`config.mk`:
```
export PLATFORM = sky130hd
export DESIGN_NAME = rle_enc
export DESIGN_NICKNAME = d
export VERILOG_FILES = /design/src/rtl/rle_pkg.sv /design/src/rtl/rle_packer.sv /design/src/rtl/rle_enc.sv
export SDC_FILE = /design/constraint.sdc
export NUM_CORES = 1
export LEC_CHECK = 0
export BUFFER_PORTS_ARGS = -buffer_cell sky130_fd_sc_hd__buf_2
export CORE_MARGIN = 8
export CORE_UTILIZATION = 50
export DETAILED_ROUTE_END_ITERATION = 12
export GPL_TIMING_DRIVEN = 0
export HOLD_SLACK_MARGIN = 0.06
export PLACE_DENSITY = 0.88
export SYNTH_ARGS = -nofsm -noshare
export SYNTH_HDL_FRONTEND = slang
export SYNTH_HIERARCHICAL = 1
export SYNTH_SLANG_ARGS = --single-unit
export TNS_END_PERCENT = 10
```
`constraint.sdc`:
```
create_clock -name clk -period 3 [get_ports clk]
set_clock_uncertainty 0.1 [all_clocks]
set_input_delay 0.3 -clock clk [delete_from_list [all_inputs] [get_ports clk]]
set_output_delay 0.3 -clock clk [all_outputs]
set_load 0.01 [all_outputs]
```
`src/rtl/rle_pkg.sv`:
```
// rtl/rle_pkg.sv - FSM states, word width and geometry helpers for rle_enc
package rle_pkg;

  localparam int WORD_W = 32;

  typedef enum logic [2:0] {
    ST_IDLE,
    ST_FETCH,
    ST_LOAD,
    ST_SCAN,
    ST_EMIT,
    ST_FLUSH,
    ST_FIN
  } rle_state_t;

  function automatic int pair_width(input int sym_w, input int cnt_w);
    return sym_w + cnt_w;
  endfunction

  function automatic int pairs_per_word(input int sym_w, input int cnt_w);
    return WORD_W / (sym_w + cnt_w);
  endfunction

  function automatic int syms_per_word(input int sym_w);
    return WORD_W / sym_w;
  endfunction

  function automatic int max_count(input int cnt_w);
    return (1 << cnt_w) - 1;
  endfunction

  function automatic bit params_legal(input int sym_w, input int cnt_w);
    return ((sym_w == 8) || (sym_w == 16)) &&
           (((sym_w + cnt_w) == 16) || ((sym_w + cnt_w) == 32));
  endfunction

endpackage

```
`src/rtl/rle_packer.sv`:
```
// rtl/rle_packer.sv - packs {symbol,count} pairs into a zero-padded 32-bit word
// clear/push/pair   : empty the word / append pair at the next slot
// tail_valid/_pair  : pair merged into word combinationally (final flush)
// word              : packed word, unused slots zero
// full/last_slot    : all slots used / exactly one slot left
// not_empty         : at least one pair held
module rle_packer
  import rle_pkg::*;
#(
  parameter int PW  = 16,
  parameter int PPW = 2
) (
  input  logic          clk,
  input  logic          nreset,
  input  logic          clear,
  input  logic          push,
  input  logic [PW-1:0] pair,
  input  logic          tail_valid,
  input  logic [PW-1:0] tail_pair,
  output logic [31:0]   word,
  output logic          full,
  output logic          last_slot,
  output logic          not_empty
);

  localparam int CW = $clog2(PPW + 1);

  logic [WORD_W-1:0] word_q;
  logic [CW-1:0]     cnt_q;
  int                shamt;

  assign shamt = int'(cnt_q) * PW;

  always_ff @(posedge clk or negedge nreset) begin
    if (!nreset) begin
      word_q <= '0;
      cnt_q  <= '0;
    end else if (clear) begin
      word_q <= '0;
      cnt_q  <= '0;
    end else if (push) begin
      word_q <= word_q | (32'(pair) << shamt);
      cnt_q  <= cnt_q + CW'(1);
    end
  end

  // Slots are cleared on every pop, so empty slots already read as zero padding.
  assign word      = tail_valid ? (word_q | (32'(tail_pair) << shamt)) : word_q;
  assign full      = (cnt_q == CW'(PPW));
  assign last_slot = (cnt_q == CW'(PPW - 1));
  assign not_empty = (cnt_q != '0);

endmodule

```
`src/rtl/rle_enc.sv`:
```
// rtl/rle_enc.sv - run-length encoder reading and writing a shared single-port dpsram
// start/message_addr/message_size/rle_addr : frame request (sampled when idle)
// rle_size/busy/done                       : progress and completion status
// port_A_*                                 : dpsram port, 1-cycle read latency
module rle_enc
  import rle_pkg::*;
#(
  parameter int SYM_W  = 8,
  parameter int CNT_W  = 8,
  parameter int ADDR_W = 16
) (
  input  logic              clk,
  input  logic              nreset,
  input  logic              start,
  input  logic [31:0]       message_addr,
  input  logic [31:0]       message_size,
  input  logic [31:0]       rle_addr,
  output logic [31:0]       rle_size,
  output logic              busy,
  output logic              done,
  output logic              port_A_clk,
  output logic [ADDR_W-1:0] port_A_addr,
  output logic              port_A_we,
  output logic [31:0]       port_A_data_in,
  input  logic [31:0]       port_A_data_out
);

  localparam int PW        = pair_width(SYM_W, CNT_W);
  localparam int PPW       = pairs_per_word(SYM_W, CNT_W);
  localparam int SPW       = syms_per_word(SYM_W);
  localparam int SIW       = $clog2(SPW);
  localparam int SYM_SHIFT = (SYM_W == 16) ? 1 : 0;
  localparam logic [CNT_W-1:0] MAXC = CNT_W'(max_count(CNT_W));

  if (!params_legal(SYM_W, CNT_W)) begin : g_bad_params
    $error("rle_enc: SYM_W must be 8 or 16 and SYM_W+CNT_W must be 16 or 32");
  end

  rle_state_t        state_q, state_d;
  logic [ADDR_W-1:0] rd_addr_q, wr_addr_q;
  logic [31:0]       cur_word_q;
  logic [SIW-1:0]    sym_idx_q;
  logic [31:0]       syms_left_q;
  logic [SYM_W-1:0]  run_sym_q;
  logic [CNT_W-1:0]  run_cnt_q;
  logic              run_open_q;
  logic [31:0]       rle_size_q;
  logic              busy_q, done_q;

  logic [31:0]       nsyms;
  logic [SYM_W-1:0]  cur_sym;
  logic              extend, pk_push, word_end;
  logic              pk_clear, pk_tail_valid;
  logic [31:0]       pk_word;
  logic              pk_full, pk_last_slot, pk_not_empty;
  logic [PW-1:0]     run_pair;
  logic              unused_inputs;

  // Address bits outside the word-aligned window and odd size bits carry no meaning.
  assign unused_inputs = ^{message_addr, rle_addr, message_size};

  assign nsyms    = message_size >> SYM_SHIFT;
  assign cur_sym  = SYM_W'(cur_word_q >> (int'(sym_idx_q) * SYM_W));
  assign extend   = run_open_q && (cur_sym == run_sym_q) && (run_cnt_q != MAXC);
  assign pk_push  = (state_q == ST_SCAN) && run_open_q && !extend;
  assign word_end = (sym_idx_q == SIW'(SPW - 1));
  assign run_pair = {run_sym_q, run_cnt_q};

  rle_packer #(
    .PW (PW),
    .PPW(PPW)
  ) u_packer (
    .clk       (clk),
    .nreset    (nreset),
    .clear     (pk_clear),
    .push      (pk_push),
    .pair      (run_pair),
    .tail_valid(pk_tail_valid),
    .tail_pair (run_pair),
    .word      (pk_word),
    .full      (pk_full),
    .last_slot (pk_last_slot),
    .not_empty (pk_not_empty)
  );

  always_ff @(posedge clk or negedge nreset) begin
    if (!nreset) state_q <= ST_IDLE;
    else         state_q <= state_d;
  end

  always_comb begin
    state_d        = state_q;
    port_A_we      = 1'b0;
    port_A_addr    = rd_addr_q;
    port_A_data_in = '0;
    pk_clear       = 1'b0;
    pk_tail_valid  = 1'b0;
    case (state_q)
      ST_IDLE: begin
        if (start) begin
          pk_clear = 1'b1;
          state_d  = (nsyms == '0) ? ST_FIN : ST_FETCH;
        end
      end
      ST_FETCH: state_d = ST_LOAD;
      ST_LOAD:  state_d = ST_SCAN;
      ST_SCAN: begin
        // A pair landing in the last free slot must be written before the
        // next symbol can close another run.
        if (pk_push && pk_last_slot)      state_d = ST_EMIT;
        else if (syms_left_q == 32'd1)    state_d = ST_FLUSH;
        else if (word_end)                state_d = ST_FETCH;
      end
      ST_EMIT: begin
        port_A_we      = pk_full;
        port_A_addr    = wr_addr_q;
        port_A_data_in = pk_word;
        pk_clear       = 1'b1;
        // sym_idx has wrapped to 0 when the emitting symbol ended its word.
        if (syms_left_q == '0)         state_d = ST_FLUSH;
        else if (sym_idx_q == '0)      state_d = ST_FETCH;
        else                           state_d = ST_SCAN;
      end
      ST_FLUSH: begin
        pk_tail_valid = run_open_q;
        port_A_we     = run_open_q || pk_not_empty;
        port_A_addr   = wr_addr_q;
        if (port_A_we) port_A_data_in = pk_word;
        pk_clear      = 1'b1;
        state_d       = ST_FIN;
      end
      ST_FIN:  state_d = ST_IDLE;
      default: state_d = ST_IDLE;
    endcase
  end

  always_ff @(posedge clk or negedge nreset) begin
    if (!nreset) begin
      rd_addr_q   <= '0;
      wr_addr_q   <= '0;
      cur_word_q  <= '0;
      sym_idx_q   <= '0;
      syms_left_q <= '0;
      run_sym_q   <= '0;
      run_cnt_q   <= '0;
      run_open_q  <= 1'b0;
      rle_size_q  <= '0;
      busy_q      <= 1'b0;
      done_q      <= 1'b0;
    end else begin
      case (state_q)
        ST_IDLE: begin
          if (start) begin
            rd_addr_q   <= {message_addr[ADDR_W-1:2], 2'b00};
            wr_addr_q   <= {rle_addr[ADDR_W-1:2], 2'b00};
            syms_left_q <= nsyms;
            sym_idx_q   <= '0;
            run_open_q  <= 1'b0;
            rle_size_q  <= '0;
            busy_q      <= 1'b1;
            done_q      <= 1'b0;
          end
        end
        ST_LOAD: begin
          cur_word_q <= port_A_data_out;
          rd_addr_q  <= rd_addr_q + ADDR_W'(4);
        end
        ST_SCAN: begin
          syms_left_q <= syms_left_q - 32'd1;
          sym_idx_q   <= sym_idx_q + SIW'(1);
          if (extend) begin
            run_cnt_q <= run_cnt_q + CNT_W'(1);
          end else begin
            run_sym_q  <= cur_sym;
            run_cnt_q  <= CNT_W'(1);
            run_open_q <= 1'b1;
          end
        end
        ST_EMIT, ST_FLUSH: begin
          if (port_A_we) begin
            wr_addr_q  <= wr_addr_q + ADDR_W'(4);
            rle_size_q <= rle_size_q + 32'd4;
          end
          if (state_q == ST_FLUSH) run_open_q <= 1'b0;
        end
        ST_FIN: begin
          busy_q <= 1'b0;
          done_q <= 1'b1;
        end
        default: ;
      endcase
    end
  end

  assign rle_size   = rle_size_q;
  assign busy       = busy_q;
  assign done       = done_q;
  assign port_A_clk = clk;

endmodule

```
==> impl_metrics.env, run 1 <==
export IMPL_run_status="complete, but fails checks"
export IMPL_violations="setup timing"
export IMPL_route_vias_total=10400
export IMPL_die_h_um=158
export IMPL_p_seq_share_pct=34.5
export IMPL_max_slew_margin_rel_pct=45.8
export IMPL_layout_common_cells="214 x nand2_1, 178 x dfrtp_1, 175 x buf_2"
export IMPL_ff2ff_path_depth=12
export IMPL_port_buffers=174
export IMPL_num_nets_final=1608
export IMPL_finalSetupViolations=10
export IMPL_crit_type="flop to flop"
export IMPL_path_cells="buf_12, mux4_2, xnor2_2, nand4_1, nor4b_4, buf_6, nand2_1, and3_4, or3b_1, buf_6, buf_12, o22ai_2"
export IMPL_hpwl_mm=21.7
export IMPL_worst_path_largest_cell_delay_ns=0.54
export IMPL_row_count=52
export IMPL_min_delay_path_class="input port to flop"
export IMPL_layout_commonest_cell="nand2_1"
export IMPL_rsz0062_at_grt="true"
export IMPL_ys_ff_latch=180
export IMPL_wl_per_cell_um=19.0
export IMPL_utilization_pct=66.4
export IMPL_synth_edf_count=0
export IMPL_internal_power_mw=6.92
export IMPL_fin_setup_tns_ns=-0.168
export IMPL_drc_errors=0
export IMPL_ys_types=80
export IMPL_start_util_pct=50.6
export IMPL_ys_seq_area_share_pct=44.4
export IMPL_grt_pass1_vias=10400
export IMPL_drtPass1Iterations=7
export IMPL_startpoint="sym_idx_q[0]"
export IMPL_clk_pin_slew_ns=0.07
export IMPL_synth_async_reset_ratio_pct=100
export IMPL_dr_first_iter_drc_count=1106
export IMPL_yosys_warnings=6
export IMPL_syn_to_final_growth_pct=31.2
export IMPL_antenna_left=0
export IMPL_crit_path_end_kind="flop"
export IMPL_clkLatencyLatePin_ns=0.55
export IMPL_grt_max_degree=102
export IMPL_timing_rr_start="sym_idx_q[0]"
export IMPL_slew_violations=0
export IMPL_worst_path_max_fanout=10
export IMPL_layout_drive_gt1_share_pct=22.7
export IMPL_crit_path_end="u_packer/word_q[5]"
export IMPL_die_area_sq_um=25100
export IMPL_peakVddDrop_uv=672
export IMPL_grt_pass1_wl_mm=52.9
export IMPL_ios=215
export IMPL_die_w_um=158
export IMPL_synth_top_area_share_pct=44.4
export IMPL_period_share_pct=101
export IMPL_cp_start_kind="flop"
export IMPL_fin_crit_ns=3.03
export IMPL_drt_vias_per_instance=5.95
export IMPL_antenna_found_initial=1
export IMPL_swShare_pct=41.4
export IMPL_synth_flop_cell="dfrtp_1"
export IMPL_pre_cts_slack_ns=-0.573
export IMPL_worstPathRequired_ns=3.32
export IMPL_synth_area_per_cell_sq_um=8.77
export IMPL_switchingPower_mw=4.90
export IMPL_hold_violations=0
export IMPL_slowest_stage="mux4_2"
export IMPL_syn_area_sq_um=10100
export IMPL_yosysTopAreaCell="dfrtp_1"
export IMPL_fmax_mhz=330
export IMPL_fin_ws_ns=-0.0274
export IMPL_core_sq_um=20000
export IMPL_synth_area_top_cells="dfrtp_1 44%, nand2_1 7.9%, nor2_1 3.9%, a21oi_1 2.4%, o21ai_0 2.4%"
export IMPL_max_cap_violations=0
export IMPL_r2r_slack_ns=-0.03
export IMPL_worst_slew_pin_slew_ns=0.805
export IMPL_p_leak_nw=6.27
export IMPL_drt_total_wl_mm=33.2
export IMPL_grt_ovfl_total=0
export IMPL_nFillCells=1547
export IMPL_place_gp_congestion=0.904
export IMPL_power_density_nw_per_um2=889
export IMPL_synth_cells=1156
export IMPL_worstReg2RegEnd="u_packer/word_q[5]"
export IMPL_p_clk_share_pct=21.5
export IMPL_comb_power_share_pct=44.0
export IMPL_grt_use_total_pct=26.8
export IMPL_cp_arrival_ns=3.35
export IMPL_tritoncts="yes"
final cells by class:
| class | count | area, sq um | share of cell area (%) |
|---|---|---|---|
| tap | 270 | 338 | 2.54 |
| buffer | 72 | 428 | 3.22 |
| multi-input combinational | 845 | 5140 | 38.7 |
| clock buffer | 26 | 554 | 4.17 |
| sequential | 180 | 4510 | 33.9 |
| inverter | 59 | 224 | 1.68 |
| antenna | 2 | 5.00 | 0.0376 |
| clock inverter | 8 | 125 | 0.941 |
| timing repair buffer | 287 | 1980 | 14.9 |
cells by family after synthesis:
logic type                 count (synthesis)  synth area share (%)
xor gates and xnor gates                  34                  2.94
and+or+nand+nor                          518                  24.9
buffers and inverters                    134                  5.61
DFF                                      180                  44.4
AOI/OAI and AO/OA                        256                  17.9
muxes                                     22                  2.87
other                                      1                0.0370
adders and majority gates                 11                  1.36
state kept, by name (all words and copies together), names as in the netlist:
name / cells
rle_size: 30
busy: 1
run_open_q: 1
rd_addr_q: 14
run_sym_q: 8
syms_left_q: 32
u_packer/cnt_q: 2
wr_addr_q: 14
run_cnt_q: 8
sym_idx_q: 2
cur_word_q: 32
done: 1
state_q: 3
u_packer/word_q: 32
cell usage after synthesis (19+ instances only):
cell and n:
inv_1 59, and2_1 34, dfrtp_1 180, a21oi_1 49
nor2_1 105, xor2_1 24, nand4_1 23, o21ai_0 48
clkbuf_1 51, o22ai_1 32, nand2_1 214, nand2b_1 19
nand3_1 37
critical path, delay by kind of cell (launching register included):
kind	cells	cell delay, ns
simple gates	5	1.00
buf+inv	4	0.57
mux	1	0.54
flops	1	0.41
xor+xnor	1	0.21
compound gates	1	0.08
metrics by stage:
step	std cells	instance area (sq um)	hold slack [ns]	total power [mW]
finish	1749	13300	0.0845	11.8
floorplan	1159	10200	-0.0956	7.15
global route	1748	13300	0.0876	12.5
global placement	1603	11400	0.354	8.45
CTS	1736	13200	0.0758	11.5
detailed placement	1604	11400	0.232	8.65
worst min-delay path by stage:
| stage | startpoint | to | slack, ns | depth (start not counted) |
|---|---|---|---|---|
| after floorplan | nreset | busy | -0.1 | 0 |
| after global placement | cur_word_q[13] | cur_word_q[13] | 0.35 | 2 |
| after detailed placement | nreset | rle_size[14] | 0.23 | 1 |
| after CTS | rle_addr[9] | wr_addr_q[9] | 0.08 | 4 |
| after global routing | rle_addr[14] | wr_addr_q[14] | 0.09 | 3 |
| final | rle_addr[14] | wr_addr_q[14] | 0.08 | 3 |
repair_timing:
item / in CTS / in global routing
setup buffers: 12 / 11
hold buffers: 90 / 0
pin swaps: 6 / 5
endpoints found under the setup margin: 112 / 76
hold endpoints to repair: 168 / 0
gates resized for setup: 46 / 23
power by group through the flow:
stage	Clock [mW]	Combinational, mW	Sequential, mW
finish	2.55	5.20	4.07
global route	2.70	5.68	4.14
CTS	2.57	4.89	4.01
detailed placement	0.0381	4.60	4.02
global placement	0.0381	4.45	3.97
floorplan	0.0275	3.31	3.82
routing by layer:
metal  track usage, %  wire length, um  part of all wire (%)
met1             33.7            13100                    40
met2             43.0            15700                    47
met3             4.94             2910                   8.8
met4             15.0             1420                   4.3
met5                0                0                     0
(Power assumes the default switching activity.)
==> run 2: changes to the inputs <==
--- a/config.mk
+++ b/config.mk
@@ -6,6 +6,7 @@
 export NUM_CORES = 1
 export LEC_CHECK = 0
 export BUFFER_PORTS_ARGS = -buffer_cell sky130_fd_sc_hd__buf_2
+export CORE_ASPECT_RATIO = 1.2
 export CORE_MARGIN = 8
 export CORE_UTILIZATION = 50
 export DETAILED_ROUTE_END_ITERATION = 12
==> impl_metrics.env, run 2 (same netlist as run 1, synthesis figures left out) <==
export IMPL_rsz0062_at_grt="true"
export IMPL_dp_cells=1599
export IMPL_antenna_left=0
export IMPL_hold_violations=0
export IMPL_num_nets_final=1597
export IMPL_drt_total_wl_mm=33.6
export IMPL_crit_path_end_kind="flop"
export IMPL_power_mw=11.9
export IMPL_start_util_pct=50.4
export IMPL_power_density_nw_per_um2=902
export IMPL_period_share_pct=99.2
export IMPL_die_area_sq_um=25100
export IMPL_die_h_um=172
export IMPL_max_cap_violations=0
export IMPL_fin_area_sq_um=13200
export IMPL_slew_violations=0
export IMPL_worstPathRequired_ns=3.36
export IMPL_crit_type="flop to flop"
export IMPL_grt_ovfl_total=0
export IMPL_slowest_stage="dfrtp_2"
export IMPL_cp_arrival_ns=3.34
export IMPL_antenna_found_initial=0
export IMPL_drt_vias_per_instance=6.03
export IMPL_p_leak_nw=6.21
export IMPL_finalSetupViolations=0
export IMPL_hpwl_mm=22.0
export IMPL_fin_crit_ns=2.98
export IMPL_drtPass1Iterations=6
export IMPL_utilization_pct=65.9
export IMPL_dr_first_iter_drc_count=1003
export IMPL_max_slew_margin_rel_pct=41.8
export IMPL_route_vias_total=10500
export IMPL_clkLatencyLatePin_ns=0.55
export IMPL_run_status="complete, no violations"
export IMPL_layout_commonest_cell="nand2_1"
export IMPL_tritoncts="yes"
export IMPL_grt_use_total_pct=26.4
export IMPL_fmax_mhz=336
export IMPL_layout_drive_gt1_share_pct=22.8
export IMPL_drc_errors=0
export IMPL_wl_per_cell_um=19.4
export IMPL_grt_max_degree=108
export IMPL_place_area_sq_um=11400
export IMPL_reg_top3="cur_word_q (32), syms_left_q (32), u_packer/word_q (32)"
export IMPL_port_buffers=174
export IMPL_wl_met3_mm=2.56
export IMPL_final_cells=1734
export IMPL_grt_pass1_wl_mm=53.3
export IMPL_row_count=57
export IMPL_path_cells="buf_12, buf_4, mux2i_1, xor2_1, a21boi_2, nor4b_4, buf_4, nand2_1, and3_4, or3b_1, buf_6, buf_12, o22ai_2"
export IMPL_syn_to_final_growth_pct=30.6
export IMPL_worst_path_max_fanout=10
export IMPL_place_gp_congestion=0.900
export IMPL_clk_pin_slew_ns=0.07
export IMPL_wl_met1_mm=12.9
export IMPL_die_w_um=146
export IMPL_grt_pass1_vias=10500
export IMPL_min_delay_path_class="input port to flop"
export IMPL_core_sq_um=20100
export IMPL_worst_path_largest_cell_delay_ns=0.43
export IMPL_dr_wl_met2_mm=16.3
export IMPL_cp_start_kind="flop"
export IMPL_peakVddDrop_uv=546
export IMPL_layout_common_cells="214 x nand2_1, 178 x dfrtp_1, 177 x buf_2"
export IMPL_highest_layer="met4"
export IMPL_ios=215
export IMPL_worst_slew_pin_slew_ns=0.873
## run 2: path summary, 6_finish.rpt
check                          startpoint                  end  slack, ns  depth (start not counted)
setup / recovery             sym_idx_q[0]  u_packer/word_q[10]       0.02                         13
setup reg to reg             sym_idx_q[0]  u_packer/word_q[10]       0.02                         13
hold / removal               rle_addr[14]        wr_addr_q[14]       0.08                          3
max in group asynchronous          nreset         wr_addr_q[6]       1.67                          3
hold reg to reg            cur_word_q[20]       cur_word_q[20]       0.38                          2
min in group asynchronous          nreset       syms_left_q[3]       0.18                          2
## run 2: area by class of cell
class	count	area (sq um)
Multi-Input combinational cell	845	5150
Antenna cell	1	2.50
Timing Repair Buffer	276	1890
Buffer	72	418
Fill cell	1540	6870
Sequential cell	180	4510
Clock buffer	24	547
Clock inverter	12	178
Inverter	59	224
Tap cell	265	332
## run 2: layer usage
metal,GRT usage (%),up-vias
met1,30.9,4954
met4,16.6,0
met5,0,-
met3,5.73,165
met2,44.0,636
li1,-,4704
## run 2: timing repair
item	in CTS	in global routing
hold endpoints to repair	161	0
gates resized for setup	43	24
hold buffers	89	0
setup endpoints to repair	108	86
setup buffers	7	6
pin swaps	7	4
## run 2: stage by stage
step                      worst slack, ns  hold slack [ns]  TNS (ns)
after floorplan                    0.0468          -0.0956         0
after detailed placement           -0.476            0.207    -21.42
after global routing              -0.0500           0.0978     -1.02
final                              0.0249           0.0800         0
after CTS                         0.00707           0.0668         0
after global placement              -1.35            0.355   -258.20
## run 2: power by group
group / internal [mW] / total, mW / switching [mW]
sequential: 3.23 / 4.10 / 0.865
combinational: 2.07 / 5.16 / 3.10
clock: 1.65 / 2.69 / 1.03
## run 2: worst max-delay path, delay by kind of cell, from the launching register on
family / cells / cell delay [ns]
flops: 1 / 0.43
xor+xnor: 1 / 0.14
compound gates: 2 / 0.36
simple gates: 4 / 0.79
mux: 1 / 0.33
buf+inv: 5 / 0.75
==> run 3: changes to the inputs <==
--- a/config.mk
+++ b/config.mk
@@ -6,13 +6,14 @@
 export NUM_CORES = 1
 export LEC_CHECK = 0
 export BUFFER_PORTS_ARGS = -buffer_cell sky130_fd_sc_hd__buf_2
+export CAP_MARGIN = 5
 export CORE_ASPECT_RATIO = 1.2
 export CORE_MARGIN = 8
-export CORE_UTILIZATION = 50
+export CORE_UTILIZATION = 56
 export DETAILED_ROUTE_END_ITERATION = 12
 export GPL_TIMING_DRIVEN = 0
 export HOLD_SLACK_MARGIN = 0.06
-export PLACE_DENSITY = 0.88
+export PLACE_DENSITY = 0.93
 export SYNTH_ARGS = -nofsm -noshare
 export SYNTH_HDL_FRONTEND = slang
 export SYNTH_HIERARCHICAL = 1
==> constraint.sdc (replaced) <==
create_clock -name clk -period 3.21 [get_ports clk]
set_clock_uncertainty 0.1 [all_clocks]
set_input_delay 0.321 -clock clk [delete_from_list [all_inputs] [get_ports clk]]
set_output_delay 0.321 -clock clk [all_outputs]
set_load 0.01 [all_outputs]
==> impl_metrics.env, run 3 (same netlist as run 1, synthesis figures left out) <==
export IMPL_crit_path_end="u_packer/word_q[16]"
export IMPL_syn_to_final_growth_pct=28.6
export IMPL_cp_start_kind="flop"
export IMPL_core_sq_um=18000
export IMPL_path_delay_family="buffers and inverters"
export IMPL_p_leak_nw=6.13
export IMPL_start_util_pct=56.4
export IMPL_fin_ws_ns=0.0555
export IMPL_hold_violations=0
export IMPL_worst_path_largest_cell_delay_ns=0.60
export IMPL_grt_pass1_wl_mm=55.2
export IMPL_worstPathRequired_ns=3.53
export IMPL_clkLatencyLatePin_ns=0.55
export IMPL_crit_path_end_kind="flop"
export IMPL_tritoncts="yes"
export IMPL_dr_first_iter_drc_count=1362
export IMPL_worst_path_max_fanout=10
export IMPL_drt_total_wl_mm=34.2
export IMPL_reg_top3="cur_word_q (32), syms_left_q (32), u_packer/word_q (32)"
export IMPL_final_cells=1686
export IMPL_antenna_found_initial=2
export IMPL_ios=215
export IMPL_r2r_slack_ns=0.06
export IMPL_slew_violations=0
export IMPL_grt_ovfl_total=0
export IMPL_period_share_pct=98.3
export IMPL_grt_max_degree=122
export IMPL_dp_cells=1558
export IMPL_worstReg2RegEnd="u_packer/word_q[16]"
export IMPL_rsz0062_at_grt="true"
export IMPL_startpoint="state_q[1]"
export IMPL_num_nets_final=1592
export IMPL_clk_pin_slew_ns=0.06
export IMPL_cpMostUsedCell="clkbuf_1"
export IMPL_layout_commonest_cell="nand2_1"
export IMPL_port_buffers=174
export IMPL_fin_crit_ns=3.15
export IMPL_antenna_left=0
export IMPL_drc_errors=0
export IMPL_crit_type="flop to flop"
export IMPL_critPathBufInv=4
export IMPL_power_density_nw_per_um2=841
export IMPL_layout_drive_gt1_share_pct=21.2
export IMPL_drtPass1Iterations=8
export IMPL_route_vias_total=10500
export IMPL_worst_slew_pin_slew_ns=0.813
export IMPL_finalSetupViolations=0
export IMPL_die_h_um=163
export IMPL_row_count=54
export IMPL_grt_use_total_pct=30.7
export IMPL_slowest_stage="or4b_4"
export IMPL_cp_arrival_ns=3.47
export IMPL_place_gp_congestion=0.912
export IMPL_path_cells="or4b_4, clkbuf_1, clkbuf_1, nand2_1, clkbuf_1, clkbuf_2, o22ai_1"
export IMPL_hpwl_mm=22.0
export IMPL_drt_vias_per_instance=6.25
export IMPL_grt_pass1_vias=10700
export IMPL_min_delay_path_class="input port to flop"
export IMPL_peakVddDrop_uv=441
export IMPL_timing_rr_start="state_q[1]"
export IMPL_cp_depth=7
export IMPL_ff2ff_path_depth=7
export IMPL_max_slew_margin_rel_pct=45.3
export IMPL_die_w_um=139
export IMPL_layout_common_cells="214 x nand2_1, 178 x dfrtp_1, 177 x buf_2"
export IMPL_wl_per_cell_um=20.3
export IMPL_pre_cts_slack_ns=-0.416
export IMPL_max_cap_violations=0
export IMPL_run_status="complete, no violations"
export IMPL_die_area_sq_um=22700
export IMPL_fmax_mhz=317
-- run 3: cell count changes in the layout (fill, tap and decap cells not counted), moves of 4 or more --
cell / previous run / this run
buf_4: 24 / 14
clkbuf_2: 9 / 5
clkbuf_1: 34 / 45
clkbuf_4: 2 / 6
-- run 3: what timing repair did --
action | CTS | global route
setup endpoints to repair | 79 | 75
hold buffers | 88 | 0
endpoints found under the hold margin | 146 | 0
resized for setup | 24 | 19
pin swaps | 3 | 5
setup buffers | 3 | 4
-- run 3: area by class of cell --
cell class / instances / area (sq um)
clock inverter: 8 / 128
sequential: 180 / 4510
timing repair buffer: 269 / 1840
fill: 1215 / 4930
multi-input combinational: 845 / 5120
tap: 224 / 280
clock buffer: 26 / 544
inverter: 59 / 224
antenna: 1 / 2.50
buffer: 74 / 405
-- run 3: how the worst min path moves through the flow --
stage / startpoint / end / depth (start not counted)
4_1_cts: rle_addr[14] / wr_addr_q[14] / 3
3_3_place_gp: cur_word_q[9] / cur_word_q[9] / 2
5_1_grt: rle_addr[14] / wr_addr_q[14] / 3
3_5_place_dp: nreset / rle_size[14] / 1
2_1_floorplan: nreset / busy / 0
6_report: rle_addr[14] / wr_addr_q[14] / 3
-- run 3: stage by stage --
step | TNS (ns) | hold slack, ns | instance area [sq um] | util, % | total power, mW
after floorplan | 0 | -0.0746 | 10200 | - | 6.68
after global placement | -205.71 | 0.353 | 11300 | 62.9 | 7.85
after detailed placement | -9.19 | 0.184 | 11300 | 63.1 | 8.09
after CTS | 0 | 0.0744 | 13000 | 72.1 | 10.6
after global routing | -0.752 | 0.0804 | 13000 | 72.6 | 11.5
final | 0 | 0.0915 | 13000 | 72.6 | 11.0
-- run 3: routing by layer --
metal / routed length [um] / up-vias / global-route usage (%)
met5: 11 / - / 0
met4: 1620 / 2 / 17.8
met2: 17000 / 723 / 51.2
met1: 12400 / 4991 / 34.8
met3: 3120 / 161 / 9.04
li1: - / 4666 / -
-- run 3: worst reg2reg max path, stage by stage, from the launching register on --
cell	delay [ns]
dfrtp_1	0.47
or4b_4	0.60
clkbuf_1	0.32
clkbuf_1	0.41
nand2_1	0.33
clkbuf_1	0.32
clkbuf_2	0.34
o22ai_1	0.15
-- run 3: where the power goes --
| part | switching [mW] | internal (mW) |
|---|---|---|
| registers | 0.803 | 3.02 |
| clock network | 0.938 | 1.44 |
| logic | 2.91 | 1.86 |
| total | 4.65 | 6.32 |
